--- config.mk ---
export PLATFORM = sky130hd
export DESIGN_NAME = if_fetch_queue
export DESIGN_NICKNAME = d
export VERILOG_FILES = /design/src/rtl/if_pkg.sv /design/src/rtl/if_fetch_queue.sv
export SDC_FILE = /design/constraint.sdc
export NUM_CORES = 1
export LEC_CHECK = 0
export BUFFER_PORTS_ARGS = -buffer_cell sky130_fd_sc_hd__buf_2
export CORE_UTILIZATION = 51
export DETAILED_ROUTE_END_ITERATION = 6
export PLACE_DENSITY = 0.79
export SYNTH_ARGS = -nofsm -noshare
export SYNTH_HDL_FRONTEND = slang
export SYNTH_SLANG_ARGS = --single-unit
export TNS_END_PERCENT = 20
--- constraint.sdc ---
create_clock -name i_clk -period 4.5 [get_ports i_clk]
set_clock_uncertainty 0.2 [all_clocks]
set_input_delay 0.225 -clock i_clk [delete_from_list [all_inputs] [get_ports i_clk]]
set_output_delay 0.225 -clock i_clk [all_outputs]
set_load 0.02 [all_outputs]
--- src/rtl/if_pkg.sv ---
// Shared types and constants for the IF/ID fetch queue.
package if_pkg;

    localparam int          FQ_WIDTH = 32;
    localparam logic [31:0] NOP_INST = 32'h0000_0013;   // addi x0,x0,0

    typedef struct packed {
        logic [FQ_WIDTH-1:0] pc;
        logic [FQ_WIDTH-1:0] inst;
    } fq_entry_t;

    function automatic bit is_pow2_ge2(int n);
        return (n >= 2) && ((n & (n - 1)) == 0);
    endfunction

endpackage

--- src/rtl/if_fetch_queue.sv ---
// Multi-entry IF/ID decoupling queue: buffers {pc, inst} pairs so fetch can run
// ahead while decode stalls; an empty or flushed queue shows a NOP bubble to ID.
module if_fetch_queue
    import if_pkg::*;
#(
    parameter int                 WIDTH    = FQ_WIDTH,
    parameter int                 DEPTH    = 4,
    parameter logic [WIDTH-1:0]   NOP_INST = WIDTH'(if_pkg::NOP_INST),
    localparam int                CW       = $clog2(DEPTH) + 1
) (
    input  logic             i_clk,
    input  logic             i_rst,
    input  logic             IF_valid,
    input  logic [WIDTH-1:0] IF_pc,
    input  logic [WIDTH-1:0] IF_inst,
    output logic             IF_ready,
    input  logic             ID_stall,
    input  logic             ID_flush,
    output logic             ID_valid,
    output logic [WIDTH-1:0] ID_pc,
    output logic [WIDTH-1:0] ID_inst,
    output logic [CW-1:0]    o_count
);

    localparam int PW = $clog2(DEPTH);

    generate
        if (!is_pow2_ge2(DEPTH)) begin : g_bad_depth
            $error("if_fetch_queue: DEPTH must be a power of two and >= 2");
        end
    endgenerate

    // Same layout as if_pkg::fq_entry_t, sized by WIDTH.
    typedef struct packed {
        logic [WIDTH-1:0] pc;
        logic [WIDTH-1:0] inst;
    } entry_t;

    entry_t          mem_q [DEPTH];
    logic [PW-1:0]   rd_ptr_q, rd_ptr_d;
    logic [PW-1:0]   wr_ptr_q, wr_ptr_d;
    logic [CW-1:0]   count_q,  count_d;
    logic            push, pop;

    // Ready looks only at registered count, so a full queue refuses a push
    // even when the head pops in the same cycle.
    assign IF_ready = (count_q != CW'(DEPTH));
    assign push     = IF_valid & IF_ready;
    assign pop      = ID_valid & ~ID_stall;
    assign o_count  = count_q;

    always_comb begin
        ID_valid = 1'b0;
        ID_pc    = '0;
        ID_inst  = NOP_INST;
        if (count_q != '0) begin
            ID_valid = 1'b1;
            ID_pc    = mem_q[rd_ptr_q].pc;
            ID_inst  = mem_q[rd_ptr_q].inst;
        end
    end

    always_comb begin
        rd_ptr_d = rd_ptr_q;
        wr_ptr_d = wr_ptr_q;
        count_d  = count_q;
        if (ID_flush) begin
            rd_ptr_d = '0;
            wr_ptr_d = '0;
            count_d  = '0;
        end else begin
            if (push) wr_ptr_d = wr_ptr_q + PW'(1);
            if (pop)  rd_ptr_d = rd_ptr_q + PW'(1);
            case ({push, pop})
                2'b10:   count_d = count_q + CW'(1);
                2'b01:   count_d = count_q - CW'(1);
                default: count_d = count_q;
            endcase
        end
    end

    always_ff @(posedge i_clk or posedge i_rst) begin
        if (i_rst) begin
            rd_ptr_q <= '0;
            wr_ptr_q <= '0;
            count_q  <= '0;
        end else begin
            rd_ptr_q <= rd_ptr_d;
            wr_ptr_q <= wr_ptr_d;
            count_q  <= count_d;
        end
    end

    // Storage needs no reset; count gates everything read from it.
    always_ff @(posedge i_clk) begin
        if (push && !ID_flush) begin
            mem_q[wr_ptr_q] <= '{pc: IF_pc, inst: IF_inst};
        end
    end

endmodule

# --- Yosys cells after proc, flatten, opt, wreduce, memory -nomap -nowiden ---
# Memory sizes are Yosys's and may differ from the RTL's.
# Cells that the tools add are included.
word_totals:
  out_inout_bits: 69
  romBits: 0
  latch_bits: 0
  ram_bits: 256
  ff_bits: 7
  memories: 1
memory_table:
  columns: ["name", "words", "word_bits", "read_ports", "rd_ports_with_merged_regs", "write_ports", "line", "source"]
  rows:
  - ["mem_q", 4, 64, 1, 0, 1, "if_fetch_queue.sv:39", "entry_t mem_q [DEPTH];"]
op_classes:
  mul: 0
  n_mux: 11
  n_addsub: 4
  n_reduce_logical: 6
  n_eq_ne: 3
  n_lt_le_gt_ge: 0
  shift: 0
  n_bitwise: 3
  div: 0
op_table:
  columns: ["op", "n"]
  rows:
  - ["$mux 32", 2]
  - ["$mux 2", 4]
  - ["$pmux 3 s2", 1]
  - ["$reduce_bool 3->1", 2]
  - ["$add 2x1->2 const B", 2]
  - ["$reduce_bool 2->1", 2]
  - ["$add 3x1->3 const B", 1]
  - ["$mux 1", 3]
  - ["$mux 3", 1]
  - ["$ne 3x3->1 const B", 1]
  - ["$sub 3x1->3 const B", 1]
  - ["$and 1x1->1", 2]
  - ["$eq 2x1->1 const B", 1]
  - ["$eq 2x2->1 const B", 1]
  - ["$logic_and 1x1->1", 1]
  - ["$logic_not 1->1", 1]
  - ["$not 1->1", 1]

# --- Logic depth before layout (Yosys ltp) ---
depth:
  word_depth: 6
  ltp_mapped: 8

# --- Least setup slack after synthesis ---
# Ideal clock, no wire load.
synth_timing:
  path_kind: "register to register"
  start: "register count_q[0], in the netlist o_count[0]"
  end: "memory mem_q[0][0] in the netlist's numbering (enable)"
  required_time_ps: 3871
  setup_slack_ps: 1161
  setup_ps: 429
  path_buffers: 0
  arrival_time_ps: 2710
  stages_incl_launch_ff: 5
  path_cell_list: "dfrtp_1 > or3b_1 > nand2_1 > nor2_1 > and2_1"
synth_via:
  elab_chain_cells: 5
synth_rtl:
  columns: ["element", "line", "source"]
  rows:
  - ["start, declared", "if_fetch_queue.sv:42", "logic [CW-1:0] count_q, count_d;"]
  - ["start signal, assigned", "if_fetch_queue.sv:90", "count_q <= count_d;"]
  - ["$ne 3x3->1", "if_fetch_queue.sv:47", "assign IF_ready = (count_q != CW'(DEPTH));"]
  - ["net IF_ready", "if_fetch_queue.sv:16", "output logic IF_ready,"]
  - ["$and 1x1->1", "if_fetch_queue.sv:48", "assign push = IF_valid & IF_ready;"]
  - ["$logic_and 1x1->1", "if_fetch_queue.sv:96", "if (push && !ID_flush) begin"]
  - ["$mux 1", "if_fetch_queue.sv:96", null]
  - ["$mux 1 (implied by the code)", "if_fetch_queue.sv:97", "mem_q[wr_ptr_q] <= '{pc: IF_pc, inst: IF_inst};"]
  - ["end, declared", "if_fetch_queue.sv:39", null]
# The timed path passes the listed nets, and every way through them passes these cells.

# --- Final worst setup path ---
layout_timing:
  start: "register rd_ptr_q[0]"
  end: "output port ID_pc[5]"
layout_via:
  elab_chain_cells: 2
layout_rtl:
  columns: ["element", "line", "source"]
  rows:
  - ["start, declared", "if_fetch_queue.sv:40", "logic [PW-1:0] rd_ptr_q, rd_ptr_d;"]
  - ["start signal, assigned", "if_fetch_queue.sv:88", "rd_ptr_q <= rd_ptr_d;"]
  - ["$mem_v2 4x64", null, null]
  - ["$mux 32", "if_fetch_queue.sv:56", "if (count_q != '0) begin"]
  - ["end, declared", "if_fetch_queue.sv:20", "output logic [WIDTH-1:0] ID_pc,"]
# No other way between the ends.

==> run_results.csv <==
group,metric,value,unit
die,die-area,20600,µm²
synth,ys_warn_count,0,
placement,gp_congestion,0.771,
timing,worst_pin_slew,1.00,ns
synth,syn_inst,469,
final_layout,area_growth,23.3,%
synth,synthTopCellsByArea,"edfxtp_1, mux4_2, and2_1",
power,seq_power_share,49.3,%
critical_path,critPathKind,"reg -> out",
synth,yosys-top-cells-count,"edfxtp_1, and2_1, mux4_2, clkbuf_1",
clock_tree,cts_buffer_depth,3,
global_route,grt_pass1_vias,5641,
die,dieHeight,144,µm
placement,post_dp_cell_area,11100,µm²
synth,synth_nets,543,
final_layout,nets,754,
die,num_io_pins,138,
power,leakagePower,4.36,nW
route,drc,0,
critical_path,startpoint,"rd_ptr_q[0]",
final_layout,postLayoutCellArea,12600,µm²
critical_path,crit_end,"ID_pc[5]",
route,vias,5163,
timing,final.min_clock_period,3.41,ns
route,drtPass1Iterations,4,
die,die_width,144,µm
placement,placed_cells,848,
synth,yosysMostFrequentCell,"edfxtp_1",
critical_path,end_kind,"primary output",
critical_path,crit_path_top_delay_cell,"dfrtp_4",
final_layout,diodes,0,
route,wl,18.9,mm
route,viasPerCell,5.36,
clock_tree,clk_pin_slew,0.06,ns
final_layout,regArea,7870,µm²
timing,tns,0,ns
die,start_util,52.2,%
final_layout,drive_gt1_share,34.5,%
global_route,grt_use_total,19.0,%
power,report.power.total,5.83,mW
synth,syn_avg_cell_area,21.8,µm²
critical_path,rr_startpoint,"o_count[0]",
global_route,antenna_found_initial,0,
critical_path,start_kind,"flop",
clock_tree,worstSkewPairLatency,0.52,ns
route,dr.first_iter.drc_count,301,
critical_path,reg2reg_depth,4,
timing,finalSetupViolations,0,
global_route,grt_max_degree,66,
synth,ys_async_sr_fraction,2.66,%
timing,maxSlewHeadroom,33.3,%
global_route,overflow,0,
timing,drv_slew,0,
final_layout,instances_no_fill,963,
hold_path,whs_path_depth,2,
power,p_sw_share,23.8,%
synth,ys_seq_elements,263,
placement,port_buffers,137,
synth,yosysSeqAreaShare,76.9,%
synth,synth.distinct_cells,32,
timing,hold_viol_final,0,
clock_tree,clock-root-buffer,"clkbuf_16",
status,status,"complete, no violations",
timing,rsz0062_at_grt,"no",
final_layout,fill_cells,1369,
timing,fin_crit_sh,75.8,%
route,wl_per_cell,19.6,µm
power,p_switching,1.39,mW
synth,syn-cell-area,10200,µm²
die,core_area,19600,µm²
critical_path,cp_top_family,"flip-flops",
clock_tree,numCtsBuffers,26,
critical_path,required,4.07,ns
die,num_rows,51,
timing,fmax,293,MHz
critical_path,reg2reg_to,"mem_q[3][10]",
clock_tree,cts_max_level,1,
power,ir_drop,443,µV
critical_path,worst-path-max-fanout,52,
synth,synthFlopType,"edfxtp_1",
critical_path,path_depth,4,
power,internal_power,4.44,mW
critical_path,arrival,2.98,ns
synth,synth_top_cell_area_share,75.2,%
synth,synth-edff-count,256,
job,max_cap_viol_count,0,
clock_tree,cts_resized,0,
global_route,grt_pass1_wl,29.4,mm
critical_path,path_cells,"buf_4 -> mux4_2 -> and2_1 -> buf_2",
final_layout,multiInputGateArea,2170,µm²
hold_path,hp-class,"in -> reg",
power,powerDensity,462,nW/µm²
synth,synth_largest_area_cell,"edfxtp_1",
route,drt.antenna.violating_nets,0,
critical_path,critPathBufInv,2,
clock_tree,cts_tree,"done",
power,comb_power_share,14.9,%
clock_tree,cts.sinks,263,
power,p_clk_share,35.8,%
placement,dpl.hpwl,10.1,mm
critical_path,r2r_setup_slack,1.86,ns
critical_path,slowest_delay,1.09,ns
-- through the flow --
stage	hold WS (ns)	utilization (%)	setup WS (ns)
detailed placement	-0.0248	56.6	1.52
global placement	-0.0394	56.6	1.56
floorplan	-0.172	-	1.16
finish	0.268	64.4	1.09
CTS	0.229	64.4	0.946
global route	0.258	64.4	0.818
-- what timing repair did --
action / in CTS / in global routing
setup buffers: 0 / 0
hold buffers: 69 / 0
setup endpoints to repair: 0 / 0
endpoints found under the hold margin: 270 / 0
-- worst min path at each step --
| stage | startpoint | to | slack [ns] |
|---|---|---|---|
| after floorplan | i_rst | o_count[0] | -0.17 |
| after global placement | i_rst | o_count[0] | -0.04 |
| after detailed placement | i_rst | o_count[1] | -0.02 |
| after CTS | IF_inst[29] | mem_q[2][29] | 0.23 |
| after global routing | IF_pc[4] | mem_q[0][36] | 0.26 |
| final | IF_pc[1] | mem_q[2][33] | 0.27 |
-- kinds of logic (layout without fill, tap and decap cells) --
family                   after synthesis  count (layout)  share of synthesized area (%)
XOR/XNOR                               2               2                          0.171
buffers and inverters                 30             259                           1.97
multiplexers                          64              64                           14.1
AND/OR/NAND/NOR                       92              92                           5.37
adder cells (fa/ha/maj)                5               5                          0.685
flip-flops                           263             263                           76.9
AO/OA/AOI/OAI                         13              13                          0.832
-- power by group through the flow --
stage	Sequential [mW]	Clock, mW	Combinational [mW]
after CTS	2.88	2.13	0.879
after global placement	2.92	0	0.808
after floorplan	2.87	0	0.624
after global routing	2.89	2.21	0.943
final	2.87	2.09	0.866
after detailed placement	2.93	0	0.826
-- state kept, by name (all words and copies together), names as in the netlist --
signal,cells
mem_q,256
o_count,3
rd_ptr_q,2
wr_ptr_q,2
-- routing by layer --
layer	vias to the layer above	GRT usage (%)	wire length, µm	share of wire [%]
li1	2322	-	-	-
met1	2655	22.4	7320	39
met2	158	35.2	10100	53
met3	28	3.73	999	5.3
met4	0	5.71	471	2.5
met5	-	0	0	0
-- final cells by class --
class                   instances  area share (%)
multi-input cells             176            17.2
clock buffers                  35            5.60
well taps                     265            2.63
flip-flops and latches        263            62.4
repair buffers                207            11.0
clock inverters                11           0.953
inverters                       6           0.179
-- cell usage in the layout, fill, tap and decap left out, types with 2 or more instances in the layout --
| cell type | synthesis | layout |
|---|---|---|
| nand2_1 | 4 | 4 |
| buf_2 | 7 | 137 |
| nor2b_1 | 3 | 3 |
| nor2_1 | 7 | 7 |
| and2_4 | 0 | 4 |
| nand3_1 | 3 | 3 |
| mux4_2 | 64 | 64 |
| inv_1 | 6 | 5 |
| clkinv_1 | 0 | 8 |
| ha_1 | 4 | 4 |
| dlygate4sd3_1 | 0 | 69 |
| or2_1 | 3 | 3 |
| clkbuf_16 | 0 | 27 |
| nor3_1 | 2 | 2 |
| bufinv_16 | 0 | 3 |
| clkbuf_1 | 10 | 8 |
| edfxtp_1 | 256 | 256 |
| a21oi_1 | 6 | 6 |
| dfrtp_4 | 0 | 2 |
| xnor2_1 | 2 | 2 |
| and2_1 | 65 | 61 |
| dfrtp_1 | 7 | 5 |
Note: power is estimated with default switching activity, not from simulation.
